`src/rtl/sound_event_sequencer_if.sv`:
```
// Event requests, mute request and sound-controller outputs of sound_event_sequencer.
interface sound_event_sequencer_if;
  logic       ev_ping;
  logic       ev_pong;
  logic       ev_go;
  logic       ev_stop;
  logic       mute_in;
  logic [2:0] code_sound;
  logic       mute;
  logic       busy;
  logic [2:0] level;
  logic       overflow;

  modport master (
    output ev_ping, ev_pong, ev_go, ev_stop, mute_in,
    input  code_sound, mute, busy, level, overflow
  );

  modport slave (
    input  ev_ping, ev_pong, ev_go, ev_stop, mute_in,
    output code_sound, mute, busy, level, overflow
  );
endinterface

```
`src/rtl/sound_event_sequencer.sv`:
```
// Queues sound events in a 4-deep FIFO and plays each for TONE_CYCLES,
// separated by GAP_CYCLES of silence, driving a downstream sound controller.
module sound_event_sequencer #(
  parameter int unsigned TONE_CYCLES = 2000000,
  parameter int unsigned GAP_CYCLES  = 250000
) (
  input  logic                    clk,
  input  logic                    rst,
  sound_event_sequencer_if.slave  bus
);
  localparam logic [2:0] SILENT = 3'b100;

  typedef enum logic [1:0] {IDLE, PLAY, GAP} state_e;

  state_e      state_q, state_d;
  logic [31:0] cnt_q, cnt_d;
  logic [1:0]  fifo_q [4];
  logic [1:0]  fifo_d [4];
  logic [1:0]  wr_ptr_q, wr_ptr_d;
  logic [1:0]  rd_ptr_q, rd_ptr_d;
  logic [2:0]  level_q, level_d;
  logic        overflow_q, overflow_d;
  logic [2:0]  code_q, code_d;
  logic        mute_q, mute_d;
  logic        busy_q, busy_d;

  logic        ev_any;
  logic [1:0]  ev_code;
  logic [1:0]  head;
  logic        done;
  logic        pop;
  logic        push;
  logic        drop;

  always_comb begin
    ev_any = bus.ev_go | bus.ev_stop | bus.ev_ping | bus.ev_pong;
    // Stored code is the low two bits of the output code; bit 2 marks silence.
    if (bus.ev_go)        ev_code = 2'b11;
    else if (bus.ev_stop) ev_code = 2'b00;
    else if (bus.ev_ping) ev_code = 2'b10;
    else                  ev_code = 2'b01;

    head = fifo_q[rd_ptr_q];
    done = (cnt_q == '0);

    unique case (state_q)
      IDLE:    pop = (level_q != 3'd0);
      PLAY:    pop = done && (GAP_CYCLES == 0) && (level_q != 3'd0);
      GAP:     pop = done && (level_q != 3'd0);
      default: pop = 1'b0;
    endcase

    push = ev_any && ((level_q != 3'd4) || pop);
    drop = ev_any && (level_q == 3'd4) && !pop;

    fifo_d     = fifo_q;
    wr_ptr_d   = wr_ptr_q;
    rd_ptr_d   = rd_ptr_q;
    level_d    = level_q;
    overflow_d = overflow_q | drop;
    state_d    = state_q;
    cnt_d      = cnt_q;
    code_d     = code_q;
    mute_d     = mute_q;
    busy_d     = busy_q;

    if (push) begin
      fifo_d[wr_ptr_q] = ev_code;
      wr_ptr_d         = wr_ptr_q + 2'd1;
    end
    if (pop) rd_ptr_d = rd_ptr_q + 2'd1;
    if (push && !pop)      level_d = level_q + 3'd1;
    else if (pop && !push) level_d = level_q - 3'd1;

    // Every pop starts a tone, whichever state it is taken from.
    if (pop) begin
      state_d = PLAY;
      cnt_d   = 32'(TONE_CYCLES - 1);
      code_d  = {1'b0, head};
      mute_d  = 1'b0;
      busy_d  = 1'b1;
    end else begin
      unique case (state_q)
        IDLE: ;
        PLAY: begin
          if (!done) begin
            cnt_d = cnt_q - 32'd1;
          end else if (GAP_CYCLES != 0) begin
            state_d = GAP;
            cnt_d   = 32'(GAP_CYCLES - 1);
            code_d  = SILENT;
            mute_d  = 1'b1;
            busy_d  = 1'b1;
          end else begin
            state_d = IDLE;
            cnt_d   = '0;
            code_d  = SILENT;
            mute_d  = 1'b1;
            busy_d  = 1'b0;
          end
        end
        GAP: begin
          if (!done) begin
            cnt_d = cnt_q - 32'd1;
          end else begin
            state_d = IDLE;
            cnt_d   = '0;
            code_d  = SILENT;
            mute_d  = 1'b1;
            busy_d  = 1'b0;
          end
        end
        default: state_d = IDLE;
      endcase
    end

    if (bus.mute_in) begin
      wr_ptr_d   = '0;
      rd_ptr_d   = '0;
      level_d    = '0;
      overflow_d = overflow_q;
      state_d    = IDLE;
      cnt_d      = '0;
      code_d     = SILENT;
      mute_d     = 1'b1;
      busy_d     = 1'b0;
    end
  end

  always_ff @(posedge clk) begin
    fifo_q <= fifo_d;
    if (rst) begin
      state_q    <= IDLE;
      cnt_q      <= '0;
      wr_ptr_q   <= '0;
      rd_ptr_q   <= '0;
      level_q    <= '0;
      overflow_q <= 1'b0;
      code_q     <= SILENT;
      mute_q     <= 1'b1;
      busy_q     <= 1'b0;
    end else begin
      state_q    <= state_d;
      cnt_q      <= cnt_d;
      wr_ptr_q   <= wr_ptr_d;
      rd_ptr_q   <= rd_ptr_d;
      level_q    <= level_d;
      overflow_q <= overflow_d;
      code_q     <= code_d;
      mute_q     <= mute_d;
      busy_q     <= busy_d;
    end
  end

  assign bus.code_sound = code_q;
  assign bus.mute       = mute_q;
  assign bus.busy       = busy_q;
  assign bus.level      = level_q;
  assign bus.overflow   = overflow_q;
endmodule

```
`src/flat_wrapper.sv`:
```
// flat-port wrapper written by rule: the top's interface ports become plain ports
module sound_event_sequencer_flat 
#(
  parameter int unsigned TONE_CYCLES = 2000000,
  parameter int unsigned GAP_CYCLES  = 250000
)
  (clk, rst, bus_ev_ping, bus_ev_pong, bus_ev_go, bus_ev_stop, bus_mute_in, bus_code_sound, bus_mute, bus_busy, bus_level, bus_overflow);
  sound_event_sequencer_if bus_i ();
  input  logic clk;
  input  logic rst;
  input wire logic [$bits(bus_i.ev_ping)-1:0] bus_ev_ping;
  input wire logic [$bits(bus_i.ev_pong)-1:0] bus_ev_pong;
  input wire logic [$bits(bus_i.ev_go)-1:0] bus_ev_go;
  input wire logic [$bits(bus_i.ev_stop)-1:0] bus_ev_stop;
  input wire logic [$bits(bus_i.mute_in)-1:0] bus_mute_in;
  output wire logic [$bits(bus_i.code_sound)-1:0] bus_code_sound;
  output wire logic [$bits(bus_i.mute)-1:0] bus_mute;
  output wire logic [$bits(bus_i.busy)-1:0] bus_busy;
  output wire logic [$bits(bus_i.level)-1:0] bus_level;
  output wire logic [$bits(bus_i.overflow)-1:0] bus_overflow;
  assign bus_i.ev_ping = bus_ev_ping;
  assign bus_i.ev_pong = bus_ev_pong;
  assign bus_i.ev_go = bus_ev_go;
  assign bus_i.ev_stop = bus_ev_stop;
  assign bus_i.mute_in = bus_mute_in;
  assign bus_code_sound = bus_i.code_sound;
  assign bus_mute = bus_i.mute;
  assign bus_busy = bus_i.busy;
  assign bus_level = bus_i.level;
  assign bus_overflow = bus_i.overflow;
  sound_event_sequencer #(.TONE_CYCLES(TONE_CYCLES), .GAP_CYCLES(GAP_CYCLES)) u_core (.clk(clk), .rst(rst), .bus(bus_i));
endmodule
```
`config.mk`:
```
export PLATFORM = sky130hd
export DESIGN_NAME = sound_event_sequencer_flat
export DESIGN_NICKNAME = d
export VERILOG_FILES = /design/src/rtl/sound_event_sequencer_if.sv /design/src/rtl/sound_event_sequencer.sv /design/src/flat_wrapper.sv
export SDC_FILE = /design/constraint.sdc
export NUM_CORES = 1
export LEC_CHECK = 0
export ABC_AREA = 1
export CORE_AREA = 5 5 93 95
export CTS_CLUSTER_SIZE = 8
export DETAILED_ROUTE_END_ITERATION = 10
export DIE_AREA = 0 0 98 100
export DONT_BUFFER_PORTS = 1
export HOLD_SLACK_MARGIN = 0.06
export PLACE_DENSITY = 0.65
export SLEW_MARGIN = 20
export SYNTH_ARGS = -nofsm -noshare
export SYNTH_HDL_FRONTEND = slang
export SYNTH_SLANG_ARGS = --single-unit
```
`constraint.sdc`:
```
create_clock -name clk -period 3.55 [get_ports clk]
set_input_delay 0.71 -clock clk [delete_from_list [all_inputs] [get_ports clk]]
set_output_delay 0.71 -clock clk [all_outputs]
set_load 0.02 [all_outputs]
```
; ---- After elaboration in Yosys (flattened, before gate mapping)
; Index checks and enable logic that the tools add are counted.
[classes]
shifts = 0
n_eq_ne = 9
n_reduce_logical = 25
div = 0
n_bitwise = 7
muxes = 29
n_mul = 0
order_cmp = 3
add_sub_neg = 5
[op_table]
columns = op, count
row1 = $mux 32, 2
row2 = $pmux 32 s2, 1
row3 = $logic_not 32->1, 1
row4 = $sub 32x1->32 const B, 1
row5 = $mux 21, 1
row6 = $mux 2, 8
row7 = $mux 3, 5
row8 = $reduce_and 3->1, 3
row9 = $bwmux 8, 1
row10 = $reduce_bool 2->1, 4
row11 = $logic_and 1x1->1, 7
row12 = $ge 3x3->1 const B, 2
row13 = $mux 1, 6
row14 = $ne 2x1->1 const B, 3
row15 = $ne 3x1->1 const B, 2
row16 = $not 2->3, 2
row17 = $pmux 2 s3, 1
row18 = $reduce_bool 3->1, 2
row19 = $add 2x1->2 const B, 2
row20 = $bmux 2 s2, 1
row21 = $demux 2 s2, 1
row22 = $or 1x1->1, 4
row23 = $pmux 1 s2, 2
row24 = $reduce_or 2->1, 2
row25 = 13 further kinds, 14
[totals]
ff_bits = 55
out_inout_bits = 9
ramBits = 0
memories = 0
elab_cells = 93
latch_bits = 0
in_bits = 7
romBits = 0

; ---- Longest topological paths before layout
; Gate-level depths: netlist of the first run.
[depth]
depth_word = 9
ltp_mapped = 17
mapped_depth_nobuf = 17

; ---- Least setup slack after synthesis of the first run
; No wires, ideal clock.
[synth_path]
kind = register -> register
start = register u_core.cnt_q[0]
end = register u_core.level_q[2], in the netlist u_core.bus.level[2]
path_buffers = 0
setup_slack_ps = 1074
required_time_ps = 3428
synth_period_minus_slack_ps = 2476
setup_ps = 122
arrival_ps = 2354
stages_incl_launch_ff = 18
cell_sequence = dfxtp_1 inv_1 ha_1 nand2_1 nor2_1 nand2_2 nor2_4 nand3_4 nand3_1 nand2_2 inv_2 ha_1 inv_1 fa_1 a21oi_1 o21ai_0 o21ai_0 a21oi_1
[synth_between]
elab_chain_cells = 8
elab_cells_between_ends = 11
classes_between = mux: 2 / reduce/logical: 9
[synth_lines]
columns = item, line_no
row1 = from (decl), sound_event_sequencer.sv:16  ; logic [31:0] cnt_q, cnt_d;
row2 = from (signal assigned), sound_event_sequencer.sv:144  ; cnt_q <= cnt_d;
row3 = $logic_not 32->1 (*), sound_event_sequencer.sv:44  ; done = (cnt_q == '0);
row4 = $logic_and 1x1->1 (*), sound_event_sequencer.sv:49  ; GAP: pop = done && (level_q != 3'd0);
row5 = $pmux 1 s2 (*), sound_event_sequencer.sv:46  ; unique case (state_q)
row6 = $logic_or 1x1->1 (*), sound_event_sequencer.sv:53  ; push = ev_any && ((level_q != 3'd4) || pop);
row7 = $logic_and 1x1->1 (*), sound_event_sequencer.sv:53
row8 = via u_core.push, sound_event_sequencer.sv:32  ; logic push;
row9 = $logic_not 1->1, sound_event_sequencer.sv:73  ; else if (pop && !push) level_d = level_q - 3'd1;
row10 = $logic_and 1x1->1, sound_event_sequencer.sv:73
row11 = $reduce_bool 2->1 (no source line), --
row12 = to (signal assigned), sound_event_sequencer.sv:147  ; level_q <= level_d;
row13 = to (decl), sound_event_sequencer.sv:21  ; logic [2:0] level_q, level_d;
; The timed path passes the listed nets; every way through them passes the cells marked *.
; A chain may end at the register's enable or synchronous reset.

; ---- Worst setup path in the final report of the first run
; Same ends and word-level chain as after synthesis.

==> impl_metrics.csv, run 1 <==
group,metric,value,unit
power_and_ir_drop,power_density,975,nW/um^2
worst_setup_path,worstPathCellList,"inv_1 -> ha_1 -> nand2_1 -> nor2_1 -> nand2_2 -> nor2_4 -> nand3_4 -> nand3_1 -> nand2_2 -> inv_2 -> ha_1 -> inv_1 -> fa_1 -> a21oi_1 -> o21ai_0 -> o21ai_0 -> a21oi_1",
synth,synth_top_area_share,31.0,%
place,place_inst,504,
floorplan,dieArea,9800,um^2
synth,synth_cells,405,
clocking,cts_setup_buffers,0,
worst_setup_path,cp-end-kind,"flip-flop",
grt,grt_pass1_vias,2410,
floorplan,die_height,100,um
synth,synth.yosys.warnings,0,
clocking,clockBufferDepth,2,
worst_setup_path,cpPeakStageDelay,370,ps
place,hpwl,5040,um
place,io_buffers,0,
floorplan,core_area,7650,um^2
power_and_ir_drop,switchingPower,0.00160,W
worst_setup_path,regToRegStartpoint,"u_core.cnt_q[0]$_SDFFE_PP0P_",
final_layout,final_cells,512,
clocking,cts_resized,0,
synth,synth.area.top_cells,"dfxtp_1 31%, nor2_1 9.5%, nand2_1 8.2%, edfxtp_1 8.1%, inv_1 6.6%",
floorplan,initial_utilization,38.9,%
floorplan,ios,16,
worst_setup_path,cp_top_family,"simple AND/OR/NAND/NOR gates",
worst_setup_path,worst_ep_arrival_time,2950,ps
detailed_routing,dr.pass1.iters,4,
final_layout,drive_gt1_share,8.05,%
sta,tightestPinTransition,463,ps
clocking,cts_tree,"built",
synth,async_flop_share,0,%
worst_setup_path,worstPathRequired,3760,ps
power_and_ir_drop,p_leak,1.41,nW
run,drv_cap,0,
worst_setup_path,worstSetupPathType,"flip-flop to flip-flop",
worst_setup_path,cp_slowest_cell,"fa_1",
power_and_ir_drop,report.power.total,0.00309,W
detailed_routing,via_per_inst,4.86,
power_and_ir_drop,combPwrFrac,58.4,%
final_layout,final_util,41.5,%
power_and_ir_drop,clkPwrFrac,11.5,%
grt,antenna_found_initial,0,
synth,synth_fp_nets,424,
final_layout,diodes,0,
detailed_routing,drc,0,
synth,yosys.area.top_type,"dfxtp_1",
worst_setup_path,rr_worst_depth,17,
clocking,clk_latency,310,ps
clocking,clk_pin_slew,100,ps
power_and_ir_drop,pwr-share-seq,30.1,%
final_layout,nets,428,
floorplan,die-width,98,um
sta,skew,7.96,ps
synth,synth_area,2970,um^2
power_and_ir_drop,ir_drop,0.450,mV
grt,grt_use_total,13.8,%
power_and_ir_drop,p_sw_share,51.6,%
sta,rsz0062_at_grt,"no",
synth,synthTopCellsByCount,"75 x nor2_1, 65 x nand2_1, 52 x inv_1",
sta,setup_viol,0,
run_status,status,"completed",
clocking,ctsHoldBuffers,0,
worst_setup_path,startpoint_type,"flip-flop",
synth,synth_edf_count,8,
clocking,cts-root-buf,"clkbuf_8",
hold_path,hold-path-endpoint,"u_core.bus.overflow$_SDFFE_PP0N_",
worst_setup_path,worstSetupStartpoint,"u_core.cnt_q[0]$_SDFFE_PP0P_",
synth,avgSynthCellArea,7.34,um^2
hold_path,min-delay-start,"rst",
sta,finalSetupTns,0,ps
worst_setup_path,r2r_setup_slack,810,ps
synth,synth_seq_cells,54,
clocking,cts_inserted_buffers,5,
detailed_routing,drt_iter0_markers,106,
synth,ys.flop_type,"dfxtp_1",
sta,clock.fmax,365,MHz
worst_setup_path,crit_buf_inv,3,
sta,final-hold-violation-count,0,
place,gp_congestion,0.940,
synth,synth_cell_types,35,
final_layout,area_growth,6.78,%
detailed_routing,vias,2487,
hold_path,hold_depth,1,
detailed_routing,wl,6450,um
sta,finalMaxSlewViolations,0,
clocking,cts.sinks,54,
sta,period_share,77.2,%
worst_setup_path,r2r-end,"u_core.bus.level[2]$_SDFFE_PP0P_",
hold_path,min_path_type,"primary input to flip-flop",
sta,slew_headroom,69.1,%
detailed_routing,wl_per_cell,12.6,um
synth,seq_area_frac_synth,39.1,%
synth,synthMostInstantiatedCell,"nor2_1",
grt,grt_max_degree,19,
power_and_ir_drop,intPower,0.00150,W
detailed_routing,ant_nets,0,
grt,grt-ovfl-total,0,
grt,grt_pass1_wl,11200,um
floorplan,rows,32,
clocking,htreeDepth,2,
worst_setup_path,crit_path_max_fanout,8,
sta,period_minus_slack,2740,ps
==> cell families after synthesis <==
| logic type | share of synthesized area (%) |
|---|---|
| adders and majority gates | 5.30 |
| buffers and inverters | 7.70 |
| DFF | 39.1 |
| AOI/OAI and AO/OA | 9.81 |
| and+or+nand+nor | 31.4 |
| xor gates and xnor gates | 6.78 |
==> layout make-up <==
cell class | count | area [um^2]
Fill cell | 792 | 4470
Clock inverter | 3 | 23.8
Timing Repair Buffer | 1 | 7.51
Tap cell | 102 | 128
Clock buffer | 5 | 68.8
Inverter | 54 | 203
Multi-Input combinational cell | 293 | 1580
Sequential cell | 54 | 1160
==> worst reg2reg max path, stage by stage, from the launching register on <==
cell and delay [ps]:
dfxtp_1 320, inv_1 180, ha_1 230, nand2_1 60
nor2_1 130, nand2_2 90, nor2_4 180, nand3_4 120
nand3_1 110, nand2_2 100, inv_2 80, ha_1 140
inv_1 60, fa_1 370, a21oi_1 140, o21ai_0 110
o21ai_0 170, a21oi_1 50
==> through the flow <==
stage          hold WS [ps]  setup WS (ps)  instance area (um^2)
5_1_grt                 434            547                  3170
6_report                451            808                  3170
3_5_place_dp            500            828                  3080
3_3_place_gp            501            901                  3080
2_1_floorplan           480           1070                  2970
4_1_cts                 444            803                  3170
==> power by group through the flow <==
stage               Clock (W)  Combinational (W)  Sequential, W
floorplan                   0            0.00146       0.000903
global placement            0            0.00179       0.000941
finish               0.000356            0.00181       0.000930
CTS                  0.000371            0.00181       0.000931
detailed placement          0            0.00180       0.000944
global route         0.000396            0.00207       0.000955
==> registers in the layout (all words and copies together), names as in the netlist <==
signal / count
u_core.state_q: 2
u_core.rd_ptr_q: 2
u_core.wr_ptr_q: 2
u_core.bus.overflow: 1
u_core.bus.busy: 1
u_core.fifo_q: 8
u_core.cnt_q: 32
u_core.bus.code_sound: 3
u_core.bus.level: 3
==> placed cells by master, fill, tap and decap left out, drive strengths merged <==
cell / count
nor2: 87
nand2: 72
inv: 55
dfxtp: 46
a21oi: 23
o21ai: 22
nand3: 21
nor3: 16
xor2: 16
ha: 11
edfxtp: 8
xnor2: 7
nand4: 6
clkbuf: 5
o22ai: 2
clkinvlp: 2
a31oi: 1
a22oi: 1
nor4: 1
o21bai: 1
a211oi: 1
o211ai: 1
or2: 1
o21a: 1
a32o: 1
fa: 1
buf: 1
==> metal layers <==
layer	track usage [%]	routed length, um	part of all wire, %
met2	23.9	3050	47
met5	0	0	0
met3	3.06	285	4.4
met1	17.3	3030	47
met4	3.51	78	1.2
==> how the worst max path moves through the flow <==
stage,end,cells after the start
finish,u_core.bus.level[2]$_SDFFE_PP0P_,17
global route,u_core.bus.level[2]$_SDFFE_PP0P_,17
CTS,u_core.bus.level[2]$_SDFFE_PP0P_,17
detailed placement,u_core.bus.level[2]$_SDFFE_PP0P_,17
global placement,u_core.bus.level[2]$_SDFFE_PP0P_,17
floorplan,u_core.bus.level[2]$_SDFFE_PP0P_,17
Note: power is estimated with default switching activity, not from simulation.
==> inputs of run 2 (changes only) <==
ABC_AREA = 0   (was 1)
CORE_AREA = 5 5 91 93   (was 5 5 93 95)
DIE_AREA = 0 0 96 98   (was 0 0 98 100)
PLACE_DENSITY = 0.67   (was 0.65)
clock period = 2.5 ns   (was 3.55 ns; I/O delays follow)
==> impl_metrics.csv, run 2 <==
group,metric,value,unit
clocking,cts-root-buf,"clkbuf_8",
power_and_ir_drop,power_density,1440,nW/um^2
synth,synth_edf_count,8,
sta,clock.fmax,342,MHz
hold_path,hold_depth,1,
detailed_routing,vias,2481,
worst_setup_path,crit_path_max_fanout,3,
synth,synth_cells,312,
floorplan,die_height,98,um
final_layout,final_common_cell,"buf_4",
sta,period_minus_slack,2920,ps
final_layout,top_regs,"u_core.cnt_q: 32 flops, u_core.fifo_q: 8 flops",
worst_setup_path,rr_worst_depth,10,
clocking,cts_inserted_buffers,5,
detailed_routing,ant_nets,0,
place,place_inst,460,
worst_setup_path,cp_top_family,"simple AND/OR/NAND/NOR gates",
power_and_ir_drop,ir_drop,0.968,mV
run_status,status,"finished with violations",
run_status,violations,"negative setup slack",
floorplan,rows,32,
worst_setup_path,startpoint_type,"flip-flop",
worst_setup_path,cp_slowest_cell,"or4_4",
floorplan,die-width,96,um
grt,grt_pass1_vias,2571,
final_layout,n_fill_cell,729,
worst_setup_path,worstPathRequired,2770,ps
sta,tightestPinTransition,453,ps
synth,synth_fp_nets,331,
grt,grtUsageMet1,19.5,%
detailed_routing,wl_per_cell,14.7,um
synth,ys.flop_type,"dfxtp_1",
synth,synth.area.top_cells,"dfxtp_1 32%, edfxtp_1 8.5%, xnor2_1 5.2%, ha_1 4.9%, nor2_1 4.2%",
grt,antenna_found_initial,0,
synth,synth.yosys.warnings,0,
detailed_routing,dr.pass1.iters,4,
synth,synth_top_area_share,32.5,%
worst_setup_path,worst_ep_arrival_time,3200,ps
power_and_ir_drop,report.power.total,0.00533,W
synth,synthMostInstantiatedCell,"dfxtp_1",
final_layout,nets,391,
hold_path,hold-path-endpoint,"u_core.bus.overflow$_SDFFE_PP0N_",
detailed_routing,via_per_inst,5.22,
run,drv_cap,0,
sta,setup_viol,6,
grt,grtUsageMet2,27.5,%
synth,avgSynthCellArea,9.10,um^2
detailed_routing,wl,6980,um
place,gp_congestion,0.858,
worst_setup_path,r2r_setup_slack,-420,ps
sta,setup_slack,-423,ps
power_and_ir_drop,p_leak,1.48,nW
synth,synth_cell_types,58,
final_layout,top_register,"u_core.cnt_q",
place,pre_cts_ws,-341,ps
clocking,cts.sinks,54,
worst_setup_path,regToRegStartpoint,"u_core.cnt_q[29]$_SDFFE_PP0P_",
final_layout,drive_gt1_share,31.4,%
detailed_routing,drt_iter0_markers,96,
sta,skew,11.0,ps
detailed_routing,drc,0,
final_layout,diodes,0,
floorplan,initial_utilization,38.1,%
sta,slew_headroom,69.5,%
sta,final-hold-violation-count,0,
clocking,ctsHoldBuffers,0,
grt,met3_usage,3.93,%
sta,rsz0062_at_grt,"yes",
synth,synthTopCellsByCount,"46 x dfxtp_1, 32 x nor2_1, 18 x nand2_1, 18 x o21ai_0",
worst_setup_path,r2r-end,"u_core.bus.level[2]$_SDFFE_PP0P_",
grt,grt-ovfl-total,0,
clocking,cts_tree,"built",
worst_setup_path,cpPeakStageDelay,560,ps
synth,synth_seq_cells,54,
final_layout,largest_reg_flops,32,
final_layout,final_cells,475,
place,hpwl,5050,um
worst_setup_path,cp-end-kind,"flip-flop",
synth,async_flop_share,0,%
final_layout,area_growth,30.1,%
grt,top_usage_layer,"met2",
hold_path,min-delay-start,"rst",
grt,grt_max_degree,27,
grt,grt_use_total,16.1,%
synth,yosys.area.top_type,"dfxtp_1",
clocking,clockBufferDepth,2,
grt,grt_pass1_wl,12000,um
final_layout,layout_common_cells,"62 x buf_4, 40 x dfxtp_1, 31 x nor2_1",
sta,period_share,117,%
sta,finalMaxSlewViolations,0,
synth,synth_area,2840,um^2
floorplan,core_area,7450,um^2
hold_path,min_path_type,"primary input to flip-flop",
floorplan,dieArea,9410,um^2
clocking,clk_latency,330,ps
worst_setup_path,worstPathCellList,"or4_4 -> nor4_4 -> nand4_1 -> a21oi_2 -> ha_4 -> inv_2 -> fa_2 -> xor2_1 -> or3_1 -> a21oi_1",
worst_setup_path,crit_buf_inv,1,
clocking,htreeDepth,2,
clocking,clk_pin_slew,110,ps
floorplan,ios,16,
synth,seq_area_frac_synth,40.9,%
place,io_buffers,0,
worst_setup_path,worstSetupPathType,"flip-flop to flip-flop",
==> run 2: cell types whose count changed after synthesis, sizes merged, moves of 12 or more <==
cell   before  now
nand3      21    4
inv        54   17
nand2      72   18
nor4        1   13
nor2       87   33
==> run 2: cells by family after synthesis <==
| group | synth area share, % |
|---|---|
| buf+inv | 5.16 |
| fa+ha+maj | 5.56 |
| simple gates | 24.0 |
| xor+xnor | 7.72 |
| mux | 2.29 |
| flops | 40.9 |
| compound gates | 14.3 |
==> run 2: report_power, final <==
group / leakage (nW) / internal, W / switching, W
Combinational: 0.980 / 0.00167 / 0.00187
Clock: 0.0506 / 0.000210 / 0.000334
Sequential: 0.449 / 0.00107 / 0.000176
Total: 1.48 / 0.00295 / 0.00238
==> run 2: per-layer routing <==
metal  share of wire, %  wire [um]
met1                 43       3000
met2                 51       3590
met3                4.5        312
met4                1.0         72
met5                  0          0
==> run 2: worst reg2reg max path, delay by kind of cell (launching register included) <==
| family | cells | cell delay, ps |
|---|---|---|
| compound gates | 2 | 460 |
| flops | 1 | 330 |
| buf+inv | 1 | 40 |
| simple gates | 4 | 1380 |
| fa+ha+maj | 2 | 510 |
| xor+xnor | 1 | 150 |
==> run 2: repair_timing <==
action | in CTS | in global routing
pin swaps | 15 | 11
setup buffers | 9 | 5
resized for setup | 22 | 14
endpoints found under the setup margin | 10 | 34
==> run 2: how the worst max path moves through the flow <==
stage,end,slack [ps],start,cells after the start
3_3_place_gp,u_core.bus.level[2]$_SDFFE_PP0P_,-280,u_core.cnt_q[5]$_SDFFE_PP0P_,10
4_1_cts,u_core.bus.level[2]$_SDFFE_PP0P_,-350,u_core.cnt_q[3]$_SDFFE_PP0P_,10
6_report,u_core.bus.level[2]$_SDFFE_PP0P_,-420,u_core.cnt_q[29]$_SDFFE_PP0P_,10
5_1_grt,u_core.bus.level[2]$_SDFFE_PP0P_,-480,u_core.cnt_q[29]$_SDFFE_PP0P_,10
3_5_place_dp,u_core.bus.level[2]$_SDFFE_PP0P_,-340,u_core.cnt_q[29]$_SDFFE_PP0P_,10
2_1_floorplan,u_core.bus.level[2]$_SDFFE_PP0P_,-390,u_core.cnt_q[27]$_SDFFE_PP0P_,10
==> run 2: cell type report <==
| cell class | instances | area (um^2) | share of cell area, % |
|---|---|---|---|
| Timing Repair Buffer | 69 | 544 | 14.7 |
| Sequential cell | 54 | 1170 | 31.7 |
| Multi-Input combinational cell | 225 | 1690 | 45.8 |
| Tap cell | 102 | 128 | 3.46 |
| Inverter | 17 | 63.8 | 1.73 |
| Clock inverter | 3 | 28.8 | 0.780 |
| Clock buffer | 5 | 68.8 | 1.86 |
==> run 2: stage by stage <==
| step | hold slack, ps | utilization (%) | cell area, um^2 | setup TNS (ps) |
|---|---|---|---|---|
| finish | 222 | 49.6 | 3690 | -931 |
| global route | 204 | 49.6 | 3690 | -1790 |
| CTS | 214 | 49.3 | 3670 | -1410 |
| detailed placement | 522 | 45.6 | 3400 | -831 |
| global placement | 518 | 45.6 | 3400 | -627 |
| floorplan | 471 | - | 2900 | -834 |
